==> config.mk <==
export PLATFORM = sky130hd
export DESIGN_NAME = boot_ctrl
export DESIGN_NICKNAME = d
export VERILOG_FILES = /design/src/rtl/boot_ctrl_pkg.sv /design/src/rtl/sync_rise.sv /design/src/rtl/boot_ctrl.sv
export SDC_FILE = /design/constraint.sdc
export NUM_CORES = 1
export LEC_CHECK = 0
export CAP_MARGIN = 20
export CORE_AREA = 3 3 60 62
export CTS_CLUSTER_DIAMETER = 100
export CTS_CLUSTER_SIZE = 40
export DETAILED_ROUTE_END_ITERATION = 7
export DIE_AREA = 0 0 63 65
export PLACE_DENSITY = 0.82
export SYNTH_ARGS = -nofsm -noshare
export SYNTH_HDL_FRONTEND = slang
export SYNTH_SLANG_ARGS = --single-unit
==> constraint.sdc <==
create_clock -name clk -period 2.45 [get_ports clk]
set_input_delay 0.49 -clock clk [delete_from_list [all_inputs] [get_ports clk]]
set_output_delay 0.49 -clock clk [all_outputs]
set_load 0.02 [all_outputs]
==> src/rtl/boot_ctrl_pkg.sv <==
// boot_ctrl_pkg: state encoding and byte width shared by the bootloader sequencer
package boot_ctrl_pkg;
  localparam int BYTE_W = 8;
  typedef enum logic [2:0] {LOAD, RUN, DUMP_ADDR, DUMP_WAIT, DUMP_TX} state_t;
endpackage

==> src/rtl/sync_rise.sv <==
// sync_rise: 2-flop synchronizer plus registered rising-edge pulse (clk, rst_n, din -> pulse)
module sync_rise (
  input  logic clk,
  input  logic rst_n,
  input  logic din,
  output logic pulse
);
  logic [2:0] sync_q, sync_d;
  logic       pulse_q, pulse_d;
  always_comb begin
    sync_d  = {sync_q[1:0], din};
    pulse_d = sync_q[1] & ~sync_q[2];
  end
  always_ff @(posedge clk or negedge rst_n) begin
    if (!rst_n) begin
      sync_q  <= '0;
      pulse_q <= 1'b0;
    end else begin
      sync_q  <= sync_d;
      pulse_q <= pulse_d;
    end
  end
  assign pulse = pulse_q;
endmodule

==> src/rtl/boot_ctrl.sv <==
// boot_ctrl: UART load, CPU run and memory dump sequencer (uart rx/tx bytes, cpu port, ram port, busy)
module boot_ctrl
  import boot_ctrl_pkg::*;
#(
  parameter int ADDR_W = 6,
  parameter int DATA_W = BYTE_W
) (
  input  logic              clk,
  input  logic              rst_n,
  input  logic              ena,
  input  logic              scan_memory,
  input  logic [DATA_W-1:0] rx_data,
  input  logic              rx_valid,
  output logic [DATA_W-1:0] tx_data,
  output logic              tx_valid,
  input  logic              tx_ready,
  input  logic [ADDR_W-1:0] cpu_addr,
  input  logic [DATA_W-1:0] cpu_wdata,
  input  logic              cpu_we,
  output logic [DATA_W-1:0] cpu_rdata,
  output logic              cpu_rst,
  output logic              cpu_ce,
  output logic [ADDR_W-1:0] mem_addr,
  output logic [DATA_W-1:0] mem_wdata,
  output logic              mem_we,
  input  logic [DATA_W-1:0] mem_rdata,
  output logic              busy
);
  state_t              state_q, state_d;
  logic [ADDR_W-1:0]   ptr_q, ptr_d;
  logic [DATA_W-1:0]   tx_data_q, tx_data_d;
  logic                tx_valid_q, tx_valid_d;
  logic                scan_pulse, run, last;
  sync_rise u_scan (.clk(clk), .rst_n(rst_n), .din(scan_memory), .pulse(scan_pulse));
  assign run  = state_q == RUN;
  assign last = ptr_q == {ADDR_W{1'b1}};
  always_comb begin
    state_d    = state_q;
    ptr_d      = ptr_q;
    tx_data_d  = tx_data_q;
    tx_valid_d = tx_valid_q;
    unique case (state_q)
      LOAD: if (rx_valid) begin
        ptr_d   = ptr_q + ADDR_W'(1);
        state_d = last ? RUN : LOAD;
      end
      RUN: if (scan_pulse) begin
        ptr_d   = '0;
        state_d = DUMP_ADDR;
      end
      DUMP_ADDR: state_d = DUMP_WAIT;
      DUMP_WAIT: begin
        tx_data_d  = mem_rdata;
        tx_valid_d = 1'b1;
        state_d    = DUMP_TX;
      end
      DUMP_TX: if (tx_ready) begin
        tx_valid_d = 1'b0;
        ptr_d      = ptr_q + ADDR_W'(1);
        state_d    = last ? RUN : DUMP_ADDR;
      end
      default: state_d = LOAD;
    endcase
  end
  always_ff @(posedge clk or negedge rst_n) begin
    if (!rst_n) begin
      state_q    <= LOAD;
      ptr_q      <= '0;
      tx_data_q  <= '0;
      tx_valid_q <= 1'b0;
    end else begin
      state_q    <= state_d;
      ptr_q      <= ptr_d;
      tx_data_q  <= tx_data_d;
      tx_valid_q <= tx_valid_d;
    end
  end
  // Outside RUN the RAM belongs to the sequencer; the pointer addresses both load writes and dump reads.
  assign mem_addr  = run ? cpu_addr : ptr_q;
  assign mem_wdata = run ? cpu_wdata : rx_data;
  assign mem_we    = run ? cpu_we : (state_q == LOAD) & rx_valid;
  assign cpu_rdata = mem_rdata;
  assign cpu_rst   = state_q == LOAD;
  assign cpu_ce    = run & ena;
  assign busy      = ~run;
  assign tx_data   = tx_data_q;
  assign tx_valid  = tx_valid_q;
endmodule

==> out/summary.txt <==
hold worst-path end - u_scan.sync_q[1]$_DFF_PN0_
post-layout net count - 241
Post-synth EDFFs - 0
CP Launch Type - flip-flop
Fillers - 284
gr ovfl total - 0
die height - 65 um
initial antenna violation count - 0
DRT iter0 DRCs - 36
Max Cap Viol - 0
antenna-violating nets left - 0
post-synth top area cell - dfrtp_1
Worst Hold Path Cells - 0
CTS tree - done
worst r2r path cells - 4
n_diodes - 0
clk slew on worst S/H paths - 0.12 ns
sequential fraction of the synthesis area - 0.4485
CORE AREA - 0.003078 mm^2
GRT Total Usage - 0.1771
Die Wd - 63 um
Post-synth top flop - dfrtp_1
Async SR Flop Fraction - 1.000
ratio of cells with drive above 1 in the final layout - 0.1238
CTS HTree Levels - 1
total CTS buffers - 3
wire per inst - 13.89 um
Worst R2R End - ptr_q[0]$_DFFE_PN0P_
setup violators final - 0
Worst EP required - 1.96 ns
Commonest cells post-synth - nand2_1, dfrtp_1, buf_4, mux2_2
row cnt - 20
hold_sp - u_scan.sync_q[0]$_DFF_PN0_
DRC violations left - 0
largest net degree at the start of global routing - 23
VDD IR-drop max - 566.0 uV
post-CTS setup buffers - 0
Clock Sinks - 22
die area - 0.004095 mm^2
post-synthesis cell count - 134
RR Startpoint - state_q[1]$_DFFE_PN0P_
Placer Congestion - 0.8829
Setup Skew - 0.005701 ns
peak per-stage delay on the critical path - 0.68 ns
crit path DAT - 1.83 ns
status - complete, no violations
Tmin final - 2.323 ns
crit-path max FO - 9
Layout Area Growth over Synthesis - 60.24%
post-synth top area share - 0.4485
Clock Latency Late Sink - 0.31 ns
vias per cell - 4.992
IO Port Bufs - 71
Area contributors post-synth - dfrtp_1, nand2_1, mux2_2, buf_4, a31oi_1
actual slew at the worst max-slew pin - 0.3355 ns
CP Class - flip-flop to primary output
critical-path cell list - nor3_1 > clkdlybuf4s50_1
flop-to-flop setup slack - 0.90 ns
Initial Utilization - 0.3988
register area - 551.8 um^2
fin crit share - 0.9481
vias in the first global route - 1257
# hold bufs at CTS - 0
Post-Syn Nets - 172
CP max-delay cell - clkdlybuf4s50_1
via count - 1228
final hold violations - 0
1st-pass router iterations - 5
Post-DP HPWL - 2795 um
Root Driver - clkbuf_4
Distinct cells, synth - 35
achievable clock frequency - 0.4305 GHz
synthesized area per cell - 9.160 um^2
final hold slack - 0.3651 ns
Mapped Area - 0.001227 mm^2
setup TNS - 0 ns
RSZ-0062 raised after global routing - no
Slew Limit Headroom - 0.7755
Leak - 0.9266 nW
Seq cells post-synth - 22
final slew viol count - 0
Total Wirelength - 3417 um
first-pass GRT wire length - 5623 um
Clock Tree Buf Depth - 2
Multi-input gate area - 566.8 um^2
CP Launch Point - state_q[1]$_DFFE_PN0P_
Worst Setup End Kind - primary output
number of synthesis warnings - 0
Pwr Density - 1121 mW/mm^2
Hold Crit Class - flip-flop to flip-flop
# IOs - 72
top-count cell post-synth - nand2_1
Pwr Total - 0.002205 W
## logic make-up (layout without fill, tap and decap cells)
| family | count (synthesis) | after routing | synth area share |
|---|---|---|---|
| and+or+nand+nor | 65 | 65 | 0.2487 |
| AOI/OAI and AO/OA | 20 | 20 | 0.1081 |
| buffers and inverters | 16 | 84 | 0.08970 |
| muxes | 10 | 10 | 0.09480 |
| DFF | 22 | 22 | 0.4485 |
| adders and majority gates | 1 | 1 | 0.01019 |
## layer usage
metal,up-vias,share of wire,track usage
met1,548,0.40,0.1932
met2,89,0.47,0.3123
met4,0,0.018,0.06887
met3,7,0.12,0.06412
li1,584,-,-
met5,-,0,0
## stage by stage
stage,instance area [um^2],util,std cells,setup slack [ns]
CTS,1956,0.6354,246,0.03537
floorplan,1227,-,134,0.5507
finish,1967,0.6390,246,0.1271
detailed placement,1939,0.6301,242,0.2058
global placement,1939,0.6301,242,0.2523
global route,1967,0.6390,246,0.001343
## cell usage in the layout (no fill, tap or decap), drive strengths merged, types with 2 or more instances in the layout
cell type / synthesis / routed
and3: 2 / 2
a31oi: 4 / 4
nor2b: 4 / 4
clkdlybuf4s50: 0 / 54
nand2b: 2 / 2
mux2: 10 / 10
nand2: 45 / 45
clkbuf: 0 / 4
inv: 3 / 3
buf: 13 / 6
nand3b: 2 / 2
dlygate4sd2: 0 / 10
and2: 2 / 2
a21oi: 4 / 4
a21o: 2 / 2
nor2: 3 / 3
dfrtp: 22 / 22
o21ai: 3 / 3
clkdlybuf4s15: 0 / 6
## power breakdown
group,switching [W],internal [W]
sequential,0.000124,0.000506
combinational,0.000721,0.000653
clock,0.000111,0.0000908
total,0.000955,0.00125
## worst max-delay path: cells and delay by family, from the launching register on
family,cells,cell delay (ns)
buf+inv,1,0.68
flops,1,0.52
simple gates,1,0.33
## registers in the layout, indices dropped and copies added, names as in the netlist
signal	count
u_scan.pulse	1
tx_data	8
ptr_q	6
tx_valid	1
state_q	3
u_scan.sync_q	3
## cell type report
| type | instances | share of cell area |
|---|---|---|
| inverter | 3 | 0.005725 |
| sequential | 22 | 0.2805 |
| tap | 44 | 0.02799 |
| multi-input combinational | 96 | 0.2882 |
| timing repair buffer | 77 | 0.3791 |
| clock buffer | 4 | 0.01845 |
## worst max path at each step
stage                        end  slack (ns)  cells after the start
floorplan                 mem_we        0.55                      3
global placement    mem_wdata[3]        0.25                      6
detailed placement        cpu_ce        0.21                      5
CTS                         busy        0.04                      5
global route         mem_addr[3]       0.001                      7
finish                   cpu_rst        0.13                      2
## timing repair
action | CTS | global route
setup endpoints to repair | 16 | 8
gates cloned | 0 | 0
resized for setup | 16 | 8
No activity file was read; power rests on OpenSTA's default activity.
